`config.mk`:
```
export PLATFORM = sky130hd
export DESIGN_NAME = hazard_control
export DESIGN_NICKNAME = d
export VERILOG_FILES = /design/src/rtl/hazard_pkg.sv /design/src/rtl/fwd_select.sv /design/src/rtl/hazard_control.sv
export SDC_FILE = /design/constraint.sdc
export NUM_CORES = 1
export LEC_CHECK = 0
export ABC_AREA = 1
export CELL_PAD_IN_SITES_DETAIL_PLACEMENT = 1
export CELL_PAD_IN_SITES_GLOBAL_PLACEMENT = 1
export CORE_ASPECT_RATIO = 2
export CORE_MARGIN = 10
export CORE_UTILIZATION = 34
export CTS_CLUSTER_SIZE = 20
export DETAILED_ROUTE_END_ITERATION = 10
export PLACE_DENSITY = 0.83
export SYNTH_ARGS = -nofsm -noshare
export SYNTH_HDL_FRONTEND = slang
export SYNTH_SLANG_ARGS = --single-unit
```
`constraint.sdc`:
```
create_clock -name clk -period 2.6 [get_ports clk]
set_input_delay 0.39 -clock clk [delete_from_list [all_inputs] [get_ports clk]]
set_output_delay 0.39 -clock clk [all_outputs]
set_load 0.1 [all_outputs]
```
`src/rtl/hazard_pkg.sv`:
```
// Shared types and constants for the pipeline hazard controller.
// Holds the forwarding-select encodings, the controller FSM state type,
// the shadow-pipeline entry layout and the register-match helper.
package hazard_pkg;

  localparam int unsigned REG_W = 4;
  localparam int unsigned FWD_W = 2;
  localparam int unsigned CNT_W = 16;

  localparam logic [REG_W-1:0] PC_REG   = 4'hF;
  localparam logic [CNT_W-1:0] CNT_MAX  = 16'hFFFF;

  localparam logic [FWD_W-1:0] FWD_RF  = 2'b00;
  localparam logic [FWD_W-1:0] FWD_EX  = 2'b01;
  localparam logic [FWD_W-1:0] FWD_MEM = 2'b10;
  localparam logic [FWD_W-1:0] FWD_WB  = 2'b11;

  typedef enum logic {
    RUN   = 1'b0,
    FLUSH = 1'b1
  } state_t;

  // One in-flight instruction as seen by the hazard logic.
  typedef struct packed {
    logic             valid;
    logic [REG_W-1:0] rd;
    logic             rf_e;
    logic             load;
  } shadow_t;

  localparam shadow_t BUBBLE = '0;

  // True when a used source register will be written by the given entry.
  // The PC register is never produced through the pipeline, so it never hits.
  function automatic logic reg_hit(input logic             used,
                                   input logic [REG_W-1:0] src,
                                   input shadow_t          e);
    return used && (src != PC_REG) && e.valid && e.rf_e && (src == e.rd);
  endfunction

endpackage

```
`src/rtl/fwd_select.sv`:
```
// Forwarding source select for one ID-stage operand.
// Ports:
//   used      - operand is actually read by the ID instruction
//   src       - operand register number
//   ex/mem/wb - shadow pipeline entries
//   sel       - operand source (RF / EX / MEM / WB), combinational
module fwd_select
  import hazard_pkg::*;
(
  input  logic             used,
  input  logic [REG_W-1:0] src,
  input  shadow_t          ex,
  input  shadow_t          mem,
  input  shadow_t          wb,
  output logic [FWD_W-1:0] sel
);

  // Youngest producer wins; a load in EX has no result yet, so skip it.
  always_comb begin
    sel = FWD_RF;
    if (reg_hit(used, src, ex) && !ex.load) begin
      sel = FWD_EX;
    end else if (reg_hit(used, src, mem)) begin
      sel = FWD_MEM;
    end else if (reg_hit(used, src, wb)) begin
      sel = FWD_WB;
    end
  end

endmodule

```
`src/rtl/hazard_control.sv`:
```
// Pipeline hazard controller: load-use stall, taken-branch flush and
// operand forwarding, driven by a 3-entry shadow of EX/MEM/WB.
// Ports:
//   clk, reset                 - clock, synchronous active-low reset
//   id_valid                   - ID instruction is real (not a bubble)
//   id_rn/id_rm/id_rd          - ID register numbers
//   id_use_rn/rm/rd            - which of those registers are read
//   id_rf_e, id_load           - ID instruction writes the RF / is a load
//   br_taken                   - ID branch resolved taken this cycle
//   enable_pc, enable_ifid     - PC and IF/ID load enables
//   S                          - 1 forces NOP controls into ID/EX
//   ifid_flush                 - IF/ID loads a zero instruction
//   fwd_a/fwd_b/fwd_c          - operand sources for rn/rm/rd
//   stall_cnt, flush_cnt       - saturating event counters
module hazard_control
  import hazard_pkg::*;
(
  input  logic             clk,
  input  logic             reset,
  input  logic             id_valid,
  input  logic [REG_W-1:0] id_rn,
  input  logic [REG_W-1:0] id_rm,
  input  logic [REG_W-1:0] id_rd,
  input  logic             id_use_rn,
  input  logic             id_use_rm,
  input  logic             id_use_rd,
  input  logic             id_rf_e,
  input  logic             id_load,
  input  logic             br_taken,
  output logic             enable_pc,
  output logic             enable_ifid,
  output logic             S,
  output logic             ifid_flush,
  output logic [FWD_W-1:0] fwd_a,
  output logic [FWD_W-1:0] fwd_b,
  output logic [FWD_W-1:0] fwd_c,
  output logic [CNT_W-1:0] stall_cnt,
  output logic [CNT_W-1:0] flush_cnt
);

  state_t  state;
  state_t  state_next;
  shadow_t ex_q;
  shadow_t mem_q;
  shadow_t wb_q;
  shadow_t id_entry;

  logic id_live;
  logic src_hit;
  logic stall;
  logic issue;
  logic branch_go;

  // The slot behind a taken branch is dead, so FLUSH masks the ID instruction.
  assign id_live = id_valid && (state == RUN);

  assign src_hit = reg_hit(id_use_rn, id_rn, ex_q)
                || reg_hit(id_use_rm, id_rm, ex_q)
                || reg_hit(id_use_rd, id_rd, ex_q);

  assign stall     = id_live && ex_q.load && src_hit;
  assign issue     = id_live && !stall;
  assign branch_go = (state == RUN) && br_taken && !stall;

  assign id_entry = '{valid: 1'b1, rd: id_rd, rf_e: id_rf_e, load: id_load};

  // State register.
  always_ff @(posedge clk) begin
    if (!reset) begin
      state <= RUN;
    end else begin
      state <= state_next;
    end
  end

  // Next state and pipeline control; a stall holds the branch for a retry.
  always_comb begin
    state_next  = state;
    enable_pc   = 1'b1;
    enable_ifid = 1'b1;
    S           = 1'b0;
    ifid_flush  = 1'b0;
    unique case (state)
      RUN: begin
        if (stall) begin
          enable_pc   = 1'b0;
          enable_ifid = 1'b0;
          S           = 1'b1;
        end else if (br_taken) begin
          ifid_flush = 1'b1;
          state_next = FLUSH;
        end
      end
      FLUSH: begin
        S          = 1'b1;
        state_next = RUN;
      end
      default: begin
        state_next = RUN;
      end
    endcase
  end

  // Shadow pipeline advances every cycle; non-issuing cycles insert a bubble.
  always_ff @(posedge clk) begin
    if (!reset) begin
      ex_q  <= BUBBLE;
      mem_q <= BUBBLE;
      wb_q  <= BUBBLE;
    end else begin
      ex_q  <= issue ? id_entry : BUBBLE;
      mem_q <= ex_q;
      wb_q  <= mem_q;
    end
  end

  // Event counters stick at all-ones.
  always_ff @(posedge clk) begin
    if (!reset) begin
      stall_cnt <= '0;
      flush_cnt <= '0;
    end else begin
      if (stall && (stall_cnt != CNT_MAX)) begin
        stall_cnt <= stall_cnt + CNT_W'(1);
      end
      if (branch_go && (flush_cnt != CNT_MAX)) begin
        flush_cnt <= flush_cnt + CNT_W'(1);
      end
    end
  end

  fwd_select u_fwd_a (
    .used (id_use_rn),
    .src  (id_rn),
    .ex   (ex_q),
    .mem  (mem_q),
    .wb   (wb_q),
    .sel  (fwd_a)
  );

  fwd_select u_fwd_b (
    .used (id_use_rm),
    .src  (id_rm),
    .ex   (ex_q),
    .mem  (mem_q),
    .wb   (wb_q),
    .sel  (fwd_b)
  );

  fwd_select u_fwd_c (
    .used (id_use_rd),
    .src  (id_rd),
    .ex   (ex_q),
    .mem  (mem_q),
    .wb   (wb_q),
    .sel  (fwd_c)
  );

endmodule

```
==> results.md <==
* Crit path max fanout at 6
* Synthesis-stage register bit count at 52
* CTS max path bufs at 2
* Synth unique cells at 31
* Hold Startpoint: mem_q[6]
* Area grow syn2layout at 30.6%
* CTS tree: yes
* Hold Path Class: reg -> reg
* Post-synthesis sequential area ratio at 0.326
* Die area at 13900 sq um
* Synth warn at 0
* Slew headroom at 0.718
* Die extent in y at 157 microns
* Clock net sink count at 52
* DIE WIDTH at 88.5 microns
* Global route overflow at 0
* Fillcell total at 1239
* Final period util at 0.940
* Max-cap violations at 0
* Final Util at 0.450
* Crit path DAT at 2.05 ns
* Slew @ Worst Pin at 0.420 ns
* Critical Path RT at 2.21 ns
* Initial core utilization at 0.344
* Antenna-violating nets left at 0
* Clk_skew at ~0.01 ns
* # DRC at 0
* CTS Hold Bufs at 0
* Cell breakdown of the critical path: clkdlybuf4s50_1 -> inv_1 -> nand2_1 -> nand2_1 -> nor3_2 -> nand2_2 -> nand3_4 -> nand2_2 -> buf_4 -> buf_12
* Share of post-route cells with drive strength above 1 at 0.134
* Post-route minimum period at 2.44 ns
* Pins Over Slew Limit at 0
* Fmax achieved at 409 MHz
* Status: finished clean
* Hold Crit Endpoint: wb_q[6]
* Final hold violations at 0
* Sequential cell area at ~1000 sq um
* Max IR drop VDD at 0.281 mV
* Worst Reg-to-Reg Cells at 10
* Clk pin slew, worst setup/hold paths at 0.07 ns
* Placeable core area at 9260 sq um
* Syn avg cell area at 6.37 sq um
* CP delay by family, top: buffers and inverters
* Post-cts resize count at 0
* Worst path slowest cell: clkdlybuf4s50_1
* Final Cell Area at 4160 sq um
* Critical path type: in -> out
* Clk Latency, worst-skew pair at 0.30 ns
* Area of the multi-input gates at 1760 sq um
* Gate Count Post-Synth at 501
* Placement Cell Area at between 3000 and 4000 sq um
* Final setup fails at 0
* Postcts setup bufs at 0
* RSZ-0062 raised after global routing: false
* CP Capture Type: output pin
* Bufs and invs on worst path at 4
* CP startpoint: id_rn[3]
* Root buffer cell: clkbuf_16
* Slowest cell delay on critical path at about 0.58 ns
* Hold path cells at 2
* Setup TNS at 0 ns
* Pleak at 0.00202 uW
* Mapped Nets at around 520
* CP startpoint kind: input pin
* Htree depth at 2
* Total GRT Usage at 0.176
* RR Startpoint: flush_cnt[0]
* Iteration-0 DRC Markers at approximately 140
* Synth area leader: dfxtp_1
* Drt wl/cell at ~17 microns
* PD cells at 423 nW/um^2
* Ranking of synthesized cells by area: dfxtp_1 33%, nand2_1 16%, inv_1 9.4%, nor2_1 6.8%, nand3_1 6.3%
* DR vias/cell at between 5 and 6
* Routability cong. at 0.874
* Number of CTS-inserted buffers at 5
* Port Buf Inserts at 62
* Row Count at 50
* Mapped Area at ~3200 sq um
* Detailed Route WL at about 12 mm
* Largest net degree at the start of global routing at 25
* Initial antenna violation count at 0
* DPL Wire Length at 9.52 mm
* Via count at 3513
* R2R Path End: flush_cnt[14]
* Vias in the first global route at 3789
* R2r setup slk at 0.53 ns
* Top Ports at 63
* DR pass1 iterations at 4
* Final nets at just under 600
* Area fraction of the dominant cell type after synthesis at 0.326
* # diodes at 0
* First-pass GRT wire length at 19.1 mm
## cell usage after synthesis
cell type    n
a211oi_1     5
a21oi_1     21
and3_1       1
buf_2        3
buf_4        2
buf_6        2
clkbuf_1     6
dfxtp_1     52
ha_1         2
inv_1       80
inv_2        4
nand2_1    139
nand2_2      1
nand3_1     40
nand3_2      2
nand3_4      1
nand4_1     29
nand4_2      2
nor2_1      58
nor2_2       2
nor3_1       7
nor3_2       1
nor4_1       1
o2111ai_1    2
o211ai_1     1
o21ai_0      1
o22ai_1      4
or2_1        1
or2_2        1
xnor2_1     13
xor2_1      17
## stage by stage
step                      power (uW)  setup WS [ns]  hold WS, ns  std cells
after floorplan                  971         0.0571        0.407        501
after global placement          1070          0.116        0.416        665
after detailed placement        1070         0.0976        0.428        665
after CTS                       1790         0.0800        0.439        673
after global routing            1840        0.00151        0.451        673
final                           1760          0.157        0.433        673
## cell families (layout without fill, tap and decap cells)
kind of cell / after synthesis / in the layout / share of synthesized area
and+or+nand+nor: 286 / 286 / 0.399
buffers and inverters: 97 / 165 / 0.122
DFF: 52 / 52 / 0.326
AOI/OAI and AO/OA: 34 / 34 / 0.0620
xor gates and xnor gates: 30 / 30 / 0.0824
adders and majority gates: 2 / 2 / 0.00784
## where the power goes
part / total (uW) / internal (uW) / switching (uW) / leakage, uW
combinational: 221 / 78.6 / 143 / 0.00152
clock: 710 / 391 / 319 / 0.0000779
sequential: 828 / 810 / 18.7 / 0.000421
## worst max-delay path by stage
stage | end | depth (start not counted)
CTS | ifid_flush | 10
global route | ifid_flush | 11
global placement | ifid_flush | 10
finish | enable_pc | 10
floorplan | ifid_flush | 11
detailed placement | ifid_flush | 10
## cell type report
| type | instances | area share |
|---|---|---|
| Multi-Input combinational cell | 352 | 0.423 |
| Clock buffer | 6 | 0.0334 |
| Sequential cell | 52 | 0.250 |
| Timing Repair Buffer | 73 | 0.183 |
| Clock inverter | 2 | 0.00421 |
| Inverter | 84 | 0.0757 |
| Tap cell | 104 | 0.0313 |
## routing by layer
metal	vias to the layer above	share of wire	track usage
li1	1723	-	-
met1	1701	0.34	0.164
met2	72	0.59	0.347
met3	17	0.038	0.0316
met4	0	0.035	0.0821
met5	-	0	0
## flip-flops by register name, indices dropped and copies added, names as in the netlist
name,flops
mem_q,6
flush_cnt,16
stall_cnt,16
wb_q,6
state,1
ex_q,7
## layout by cell type (no fill, tap or decap), types with 4 or more instances in the layout
master	count
a21oi_1	21
nand4_1	29
buf_4	41
a211oi_1	5
clkdlybuf4s50_1	15
dfxtp_1	52
nor3_1	7
xnor2_1	13
nor2_1	58
nand2_1	138
buf_12	12
inv_1	80
clkbuf_16	5
inv_2	4
nand3_1	40
xor2_1	17
dlymetal6s2s_1	5
o22ai_1	4
## worst register-to-register path, delay by kind of cell, from the launching register on
family        cells  cell delay (ns)
simple gates      9             1.29
flops             1             0.42
fa+ha+maj         1             0.26
Power figures use the tool's default switching activity.
